==> src/rtl/ttt_pkg.sv <==
// ttt_pkg: shared tic-tac-toe cell codes, line/preference tables, AI state enum and board helpers
package ttt_pkg;
  localparam logic [1:0] EMPTY = 2'b00;
  localparam logic [1:0] UNUSED = 2'b01;
  localparam logic [1:0] P1 = 2'b10;
  localparam logic [1:0] P2 = 2'b11;
  localparam logic [3:0] LINES [8][3] = '{
    '{4'd0, 4'd1, 4'd2}, '{4'd3, 4'd4, 4'd5}, '{4'd6, 4'd7, 4'd8},
    '{4'd0, 4'd3, 4'd6}, '{4'd1, 4'd4, 4'd7}, '{4'd2, 4'd5, 4'd8},
    '{4'd0, 4'd4, 4'd8}, '{4'd2, 4'd4, 4'd6}
  };
  localparam logic [3:0] PREF_ORDER [9] = '{4'd4, 4'd0, 4'd2, 4'd6, 4'd8, 4'd1, 4'd3, 4'd5, 4'd7};
  typedef enum logic [2:0] {IDLE, SCAN_WIN, SCAN_BLK, PREF, DONE, FULL} ai_state_t;
  function automatic logic [1:0] cell_of(input logic [17:0] b, input logic [3:0] i);
    return b[{i, 1'b0} +: 2];
  endfunction
  function automatic logic has_empty(input logic [17:0] b);
    logic e;
    e = 1'b0;
    for (int i = 0; i < 9; i++) e = e | (cell_of(b, 4'(i)) == EMPTY);
    return e;
  endfunction
endpackage

==> src/rtl/ttt_ai_player_if.sv <==
// ttt_ai_player_if: move request/answer bus between game FSM (master) and AI player (slave)
//   req, board, move_ack from the game FSM; move_valid, move, no_move, busy from the AI
interface ttt_ai_player_if;
  logic req;
  logic [17:0] board;
  logic move_ack;
  logic move_valid;
  logic [8:0] move;
  logic no_move;
  logic busy;
  modport master (output req, board, move_ack, input move_valid, move, no_move, busy);
  modport slave (input req, board, move_ack, output move_valid, move, no_move, busy);
endinterface

==> src/rtl/ttt_line_eval.sv <==
// ttt_line_eval: flags a line holding two cells of mark plus one empty cell; pos names the empty one
//   a, b, c: line cells in table order; mark: player code; hit, pos[1:0]: result
module ttt_line_eval
  import ttt_pkg::*;
(
  input  logic [1:0] a,
  input  logic [1:0] b,
  input  logic [1:0] c,
  input  logic [1:0] mark,
  output logic       hit,
  output logic [1:0] pos
);
  logic [1:0] n;
  assign n = {1'b0, a == mark} + {1'b0, b == mark} + {1'b0, c == mark};
  assign hit = n == 2'd2 && (a == EMPTY || b == EMPTY || c == EMPTY);
  assign pos = a == EMPTY ? 2'd0 : b == EMPTY ? 2'd1 : 2'd2;
endmodule

==> src/rtl/ttt_ai_player.sv <==
// ttt_ai_player: computer opponent; snapshots the board and scans win, block, centre, corner, edge
//   clk, rst (async, active-high); bus: slave side of ttt_ai_player_if
module ttt_ai_player
  import ttt_pkg::*;
#(
  parameter logic [1:0] AI_MARK = P2,
  parameter logic [1:0] OPP_MARK = P1
) (
  input logic clk,
  input logic rst,
  ttt_ai_player_if.slave bus
);
  ai_state_t state, state_n;
  logic [17:0] snap, snap_n;
  logic [2:0] idx, idx_n;
  logic [8:0] move_r, move_n;
  logic [3:0] ci0, ci1, ci2, hit_cell, pref_cell;
  logic hit;
  logic [1:0] pos;
  assign ci0 = LINES[idx][0];
  assign ci1 = LINES[idx][1];
  assign ci2 = LINES[idx][2];
  assign hit_cell = pos == 2'd0 ? ci0 : pos == 2'd1 ? ci1 : ci2;
  ttt_line_eval u_eval (
    .a(cell_of(snap, ci0)),
    .b(cell_of(snap, ci1)),
    .c(cell_of(snap, ci2)),
    .mark(state == SCAN_BLK ? OPP_MARK : AI_MARK),
    .hit(hit),
    .pos(pos)
  );
  // Walk the preference order backwards so the earliest empty entry is the last one written.
  always_comb begin
    pref_cell = 4'd4;
    for (int k = 8; k >= 0; k--) if (cell_of(snap, PREF_ORDER[k]) == EMPTY) pref_cell = PREF_ORDER[k];
  end
  always_comb begin
    state_n = state;
    snap_n = snap;
    idx_n = idx;
    move_n = move_r;
    case (state)
      IDLE: if (bus.req) begin
        snap_n = bus.board;
        idx_n = 3'd0;
        state_n = has_empty(bus.board) ? SCAN_WIN : FULL;
      end
      SCAN_WIN, SCAN_BLK: begin
        idx_n = hit || idx == 3'd7 ? 3'd0 : idx + 3'd1;
        move_n = hit ? 9'(1) << hit_cell : move_r;
        state_n = hit ? DONE : idx != 3'd7 ? state : state == SCAN_WIN ? SCAN_BLK : PREF;
      end
      PREF: begin
        move_n = 9'(1) << pref_cell;
        state_n = DONE;
      end
      DONE, FULL: if (bus.move_ack) begin
        move_n = '0;
        state_n = IDLE;
      end
      default: state_n = IDLE;
    endcase
  end
  always_ff @(posedge clk or posedge rst) begin
    if (rst) begin
      state <= IDLE;
      snap <= '0;
      idx <= '0;
      move_r <= '0;
    end else begin
      state <= state_n;
      snap <= snap_n;
      idx <= idx_n;
      move_r <= move_n;
    end
  end
  assign bus.move_valid = state == DONE || state == FULL;
  assign bus.no_move = state == FULL;
  assign bus.busy = state != IDLE;
  assign bus.move = move_r;
endmodule
==> src/flat_wrapper.sv <==
// flat-port wrapper written by rule: the top's interface ports become plain ports
module ttt_ai_player_flat import ttt_pkg::*;
#(
  parameter logic [1:0] AI_MARK = P2,
  parameter logic [1:0] OPP_MARK = P1
)
  (clk, rst, bus_req, bus_board, bus_move_ack, bus_move_valid, bus_move, bus_no_move, bus_busy);
  ttt_ai_player_if bus_i ();
  input logic clk;
  input logic rst;
  input wire logic [$bits(bus_i.req)-1:0] bus_req;
  input wire logic [$bits(bus_i.board)-1:0] bus_board;
  input wire logic [$bits(bus_i.move_ack)-1:0] bus_move_ack;
  output wire logic [$bits(bus_i.move_valid)-1:0] bus_move_valid;
  output wire logic [$bits(bus_i.move)-1:0] bus_move;
  output wire logic [$bits(bus_i.no_move)-1:0] bus_no_move;
  output wire logic [$bits(bus_i.busy)-1:0] bus_busy;
  assign bus_i.req = bus_req;
  assign bus_i.board = bus_board;
  assign bus_i.move_ack = bus_move_ack;
  assign bus_move_valid = bus_i.move_valid;
  assign bus_move = bus_i.move;
  assign bus_no_move = bus_i.no_move;
  assign bus_busy = bus_i.busy;
  ttt_ai_player #(.AI_MARK(AI_MARK), .OPP_MARK(OPP_MARK)) u_core (.clk(clk), .rst(rst), .bus(bus_i));
endmodule
==> config.mk <==
export PLATFORM = sky130hd
export DESIGN_NAME = ttt_ai_player_flat
export DESIGN_NICKNAME = d
export VERILOG_FILES = /design/src/rtl/ttt_pkg.sv /design/src/rtl/ttt_ai_player_if.sv /design/src/rtl/ttt_line_eval.sv /design/src/rtl/ttt_ai_player.sv /design/src/flat_wrapper.sv
export SDC_FILE = /design/constraint.sdc
export NUM_CORES = 1
export LEC_CHECK = 0
export BUFFER_PORTS_ARGS = -buffer_cell sky130_fd_sc_hd__clkbuf_2
export CAP_MARGIN = 30
export CELL_PAD_IN_SITES_DETAIL_PLACEMENT = 1
export CELL_PAD_IN_SITES_GLOBAL_PLACEMENT = 1
export CORE_UTILIZATION = 41
export CTS_CLUSTER_SIZE = 30
export DETAILED_ROUTE_END_ITERATION = 10
export GPL_TIMING_DRIVEN = 0
export PLACE_DENSITY = 0.79
export SYNTH_ARGS = -nofsm -noshare
export SYNTH_HDL_FRONTEND = slang
export SYNTH_SLANG_ARGS = --single-unit
==> constraint.sdc <==
create_clock -name clk -period 3.5 [get_ports clk]
set_input_delay 0.525 -clock clk [delete_from_list [all_inputs] [get_ports clk]]
set_output_delay 0.525 -clock clk [all_outputs]
set_load 0.03 [all_outputs]
==> metrics, run 1 <==
outcome=finished, violations left; failing checks=setup timing; Worst Path Max Fanout=5; die area=6350 um2; fin worst setup slack=-337 ps; RSZ-0062 raised after global routing=yes; First DRT Iteration DRCs=211; Max-Cap Viols=0; share of cells above drive strength 1=0.403; Critical path origin=u_core.idx[0]$_DFFE_PP0P_; Nets=341; CTS tree=built; Residual DRC=0; Final Max Slew Viols=0; min cycle time layout=3840 ps; Post-Syn Nets=278; count of flip-flops with a built-in enable after synthesis=0; Synth Instances=249; DR vias=2524; Reg-to-Reg End=u_core.bus.move[7]$_DFFE_PP0P_; Antenna Cells=0; top-level port count=34; height of the die=79.7 um; Tcrit/Tclk final=1.10; clk buf depth=2; vias in the first global route=2547; yosys warns=0; slew margin rel.=0.461; GR Util All Layers=0.294; main flop type after synthesis=dfrtp_1; H-tree Lvls=2; Worst-Margin Slew=805 ps; initial antenna violation count=0; Routed WL=9010 um; Die W=79.7 um; R2R setup slack=-340 ps; WL/cell=23.4 um; fill count=653; Seq/Total Area, Yosys=0.334; critical path data arrival time=4060 ps; crit end category=flop; root buffer cell=clkbuf_8; clk sinks=33; Post-Syn Area per Cell=9.93 um2; synthesis-to-layout area growth=29.8%; Critical Path RT=3730 ps; GR Overflow Total=0; Unique masters post-synth=57; worst setup path endpoint=u_core.bus.move[7]$_DFFE_PP0P_; Final GP Congestion=0.889; register bit count reported by yosys=33; worst reg2reg path startpoint=u_core.idx[0]$_DFFE_PP0P_; kind of critical path=reg -> reg; post-route ant nets=0; Min-Delay Path Class=in -> async; Total Neg Setup Slack=-2560 ps; synthesized area=2470 um2; Final Cell Area=3210 um2; setup violators final=9; startpoint types=flop; CTS Buf Count=5; FF-to-FF path depth=16; Rows=27; Synth async-reset ratio=1.00; DP Area=2830 um2; first-pass GRT wire length=13800 um; f_max=261 MHz; clk_skew=5.72 ps; largest net degree at the start of global routing=23; Final Hold Fails=0; total core area=5680 um2; drt pass-1 iters=6; Starting Density=0.436; IO buf count=33; Via density=6.56; minimum hold slack=282 ps; clk slew on worst S/H paths=70 ps; worst skew pair latency=290 ps; DPL Wire Length=5700 um
## per-layer routing
layer / global-route usage / wire [um] / share of wire / up-vias
met1: 0.382 / 3640 / 0.40 / 1290
met4: 0.153 / 337 / 0.037 / 0
met2: 0.462 / 4380 / 0.49 / 118
met3: 0.0537 / 655 / 0.073 / 31
met5: 0 / 0 / 0 / -
li1: - / - / - / 1085
## placed cells by master (no fill, tap or decap), types with 4 or more instances in the layout
cell type / n
a21oi_1: 8
a22o_1: 9
a32o_1: 4
and2_1: 5
buf_4: 23
clkbuf_2: 34
clkbuf_8: 7
dfrtp_1: 31
inv_1: 5
mux2_2: 19
mux2i_1: 16
mux4_2: 4
nand2_1: 12
nand2b_1: 5
nor2_1: 21
nor2b_1: 5
nor3_1: 4
o21ai_0: 4
o221ai_1: 4
o22ai_1: 12
## worst max-delay path: stages, from the launching register on
cell     delay, ps
dfrtp_2        490
inv_4          120
ha_4           160
buf_8          100
or4b_4         460
a21oi_4        200
a22oi_2        120
a22oi_2        230
xnor2_1        170
nand2_1        120
fa_1           530
nor2b_4        170
nand2_1         80
a21oi_2        220
nand3_2        130
and2b_4        320
a32o_1         160
## state kept, by name, summed over array words and instances, names as in the netlist
signal	flops
u_core.idx	3
u_core.snap	18
u_core.state	3
u_core.bus.move	9
## worst min path at each step
stage / end
2_1_floorplan: u_core.snap[17]$_DFFE_PP0P_
3_3_place_gp: u_core.bus.move[6]$_DFFE_PP0P_
3_5_place_dp: u_core.bus.move[6]$_DFFE_PP0P_
4_1_cts: u_core.idx[2]$_DFFE_PP0P_
5_1_grt: u_core.idx[2]$_DFFE_PP0P_
6_report: u_core.idx[2]$_DFFE_PP0P_
## layout make-up
cell class	count	area, um2	share of cell area
Timing Repair Buffer	56	365	0.114
Clock inverter	1	5.00	0.00156
Multi-Input combinational cell	198	1720	0.535
Tap cell	72	90.1	0.0281
Buffer	10	73.8	0.0230
Inverter	8	35.0	0.0109
Clock buffer	7	96.3	0.0300
Sequential cell	33	828	0.258
## cell usage after synthesis (2+ instances only)
| master | instances | area (um2) |
|---|---|---|
| dfrtp_1 | 33 | 826 |
| nor2_1 | 22 | 82.6 |
| mux2_2 | 19 | 214 |
| mux2i_1 | 17 | 170 |
| nand2_1 | 13 | 48.8 |
| o22ai_1 | 13 | 81.3 |
| a21oi_1 | 12 | 60.1 |
| a22o_1 | 9 | 78.8 |
| ha_1 | 6 | 75.1 |
| inv_1 | 6 | 22.5 |
| nand2b_1 | 6 | 37.5 |
| nor2b_1 | 6 | 37.5 |
| o21ai_0 | 6 | 30.0 |
| and2_1 | 5 | 31.3 |
| buf_2 | 5 | 25.0 |
| a32o_1 | 4 | 40.0 |
| clkbuf_1 | 4 | 15.0 |
| mux4_2 | 4 | 90.1 |
| nor3_1 | 4 | 20.0 |
| o221ai_1 | 4 | 35.0 |
| a22oi_1 | 3 | 22.5 |
| mux2_1 | 3 | 33.8 |
| o211ai_1 | 3 | 22.5 |
| a221oi_1 | 2 | 17.5 |
| a31oi_1 | 2 | 12.5 |
| inv_2 | 2 | 7.51 |
| nand3_1 | 2 | 10.0 |
| nand3b_1 | 2 | 15.0 |
| nand4_1 | 2 | 12.5 |
| xnor2_1 | 2 | 17.5 |
| xor2_1 | 2 | 17.5 |
## repair_timing
item                       CTS  global route
gates resized for setup     14            16
setup endpoints to repair   15            15
hold endpoints to repair     0             0
pin swaps                   11            14
gates cloned                 0             0
setup buffers               20             2
hold buffers                 0             0
## through the flow
stage          std cells  utilization  worst slack (ps)
2_1_floorplan        249            -             -2.76
3_3_place_gp         354        0.494              -595
3_5_place_dp         355        0.499              -652
4_1_cts              383        0.552              -180
5_1_grt              385        0.566              -457
6_report             385        0.566              -337
## logic make-up after synthesis
kind of cell	after synthesis	synth area share
AOI/OAI and AO/OA	74	0.229
xor gates and xnor gates	4	0.0142
adders and majority gates	7	0.0384
buffers and inverters	18	0.0298
DFF	33	0.334
muxes	44	0.211
and+or+nand+nor	69	0.144
Power of run 1 is not shown: default switching activity piles up to over one toggle a cycle in this logic, so the estimate is an artifact.
==> run 2, diff against run 1 <==
Settings changed: CORE_ASPECT_RATIO set to 1.2, REMOVE_ABC_BUFFERS set to 1, SKIP_LAST_GASP set to 1.
==> metrics, run 2 (synthesized netlist as in run 1, its figures left out) <==
Antenna Cells=0 (unchanged); Final Hold Fails=0 (unchanged); Final Util=0.554 (-0.0114); worst skew pair latency=290 ps (about the same); DP Worst Slack=-1230 ps (-577 ps); Final GP Congestion=0.907 (+2.0%); share of cells above drive strength 1=0.408 (+0.00594); failing checks=setup timing; kind of critical path=reg -> reg; min cycle time layout=3670 ps (-169 ps); first-pass GRT wire length=13100 um (-4.7%); Worst Path Max Fanout=6 (+1); crit-path cells=ha_4 -> or4b_4 -> a21oi_4 -> a22oi_2 -> a22oi_2 -> xnor2_1 -> nand2_1 -> fa_1 -> nor2b_4 -> nand2_2 -> a21oi_4 -> nand3_2 -> and2b_4 -> a32o_1; critical path data arrival time=3890 ps (-170 ps); Critical Path RT=3730 ps (about the same); post-route ant nets=0 (unchanged); root buffer cell=clkbuf_8; clk sinks=33 (unchanged); Reg-to-Reg End=u_core.bus.move[7]$_DFFE_PP0P_; clk buf depth=2 (unchanged); Die W=72.9 um (-8.5%); DPL Wire Length=5330 um (-6.3%); fin worst setup slack=-168 ps (+169 ps); GR Util All Layers=0.277 (-0.0167); largest net degree at the start of global routing=25 (+8.7%); most frequent cells in the layout=clkbuf_2 (33), dfrtp_1 (30), buf_4 (26); CTS Buf Count=5 (unchanged); initial antenna violation count=0 (unchanged); Via density=6.31 (-3.7%); H-tree Lvls=2 (unchanged); Final Max Slew Viols=0 (unchanged); total core area=5740 um2 (+1.2%); most common cell after layout, fill and taps aside=clkbuf_2; Routed WL=8320 um (-7.7%); Slowest cell on crit path=or4b_4; drt pass-1 iters=5 (-1); Rows=30 (+11%); setup violators final=9 (unchanged); synthesis-to-layout area growth=28.7%; crit path buf inv count=0 (-2); Crit path max-delay family=simple AND/OR/NAND/NOR gates; Min-Delay Path Class=in -> async; vias in the first global route=2526 (-0.82%); height of the die=87.1 um (+9.3%); top-level port count=34 (unchanged); clk slew on worst S/H paths=70 ps (about the same); clk_skew=4.69 ps (-1.02 ps); First DRT Iteration DRCs=155 (-27%); WL/cell=21.6 um (-7.9%); Max-Cap Viols=0 (unchanged); f_max=273 MHz (+4.6%); FF-to-FF path depth=14 (-2); Starting Density=0.431 (-0.00513); worst reg2reg path startpoint=u_core.idx[0]$_DFFE_PP0P_; Residual DRC=0 (unchanged); crit end category=flop; die area=6350 um2 (about the same); RSZ-0062 raised after global routing=yes; CTS tree=built; IO buf count=33 (unchanged); max reg flops=18 (unchanged); R2R setup slack=-170 ps (+170 ps); outcome=finished, violations left; Top reg by flops=u_core.snap; slew margin rel.=0.414 (-0.0468); CP max stage delay=550 ps (+20 ps); Worst-Margin Slew=878 ps (+73.8 ps); Nets=336 (-1.5%); DR vias=2437 (-3.4%); Tcrit/Tclk final=1.05 (-0.0482); GR Overflow Total=0 (unchanged); startpoint types=flop
-- run 2: layer usage --
metal  track usage  part of all wire
met1         0.334              0.40
met2         0.492              0.52
met3        0.0405             0.049
met4         0.111             0.028
met5             0                 0
-- run 2: layout make-up --
class                      instances  area [um2]
multi-input combinational        198        1740
sequential                        33         832
clock buffer                       5        68.8
fill                             646        2560
tap                               80         100
timing repair buffer              61         399
clock inverter                     1        5.00
inverter                           8        37.5
-- run 2: timing repair --
| item | CTS | global route |
|---|---|---|
| hold buffers | 0 | 0 |
| buffers inserted | 19 | 8 |
| hold endpoints to repair | 0 | 0 |
| pin swaps | 17 | 14 |
| resized for setup | 35 | 9 |
| endpoints found under the setup margin | 15 | 13 |
-- run 2: worst register-to-register path, delay by kind of cell (launching register included) --
family / cells / cell delay, ps
simple gates: 6 / 1340
flops: 1 / 490
compound gates: 5 / 910
fa+ha+maj: 2 / 720
xor+xnor: 1 / 150
-- run 2: worst max path at each step --
stage,startpoint,end,slack (ps),cells past startpoint
2_1_floorplan,u_core.idx[1]$_DFFE_PP0P_,u_core.bus.move[0]$_DFFE_PP0P_,-430,13
3_3_place_gp,u_core.idx[0]$_DFFE_PP0P_,u_core.bus.move[8]$_DFFE_PP0P_,-1110,14
3_5_place_dp,u_core.idx[0]$_DFFE_PP0P_,u_core.bus.move[3]$_DFFE_PP0P_,-1230,12
4_1_cts,u_core.idx[0]$_DFFE_PP0P_,u_core.bus.move[7]$_DFFE_PP0P_,-110,14
5_1_grt,u_core.idx[1]$_DFFE_PP0P_,u_core.bus.move[7]$_DFFE_PP0P_,-310,14
6_report,u_core.idx[0]$_DFFE_PP0P_,u_core.bus.move[7]$_DFFE_PP0P_,-170,14
-- run 2: through the flow --
stage / cell area [um2] / hold slack [ps] / instances / setup TNS (ps)
2_1_floorplan: 2430 / 528 / 239 / -3890
3_3_place_gp: 2700 / 488 / 352 / -13380
3_5_place_dp: 2720 / 493 / 353 / -15030
4_1_cts: 3080 / 296 / 378 / -611
5_1_grt: 3180 / 335 / 386 / -2370
6_report: 3180 / 284 / 386 / -1160
Power of run 2 is left out for the same reason.
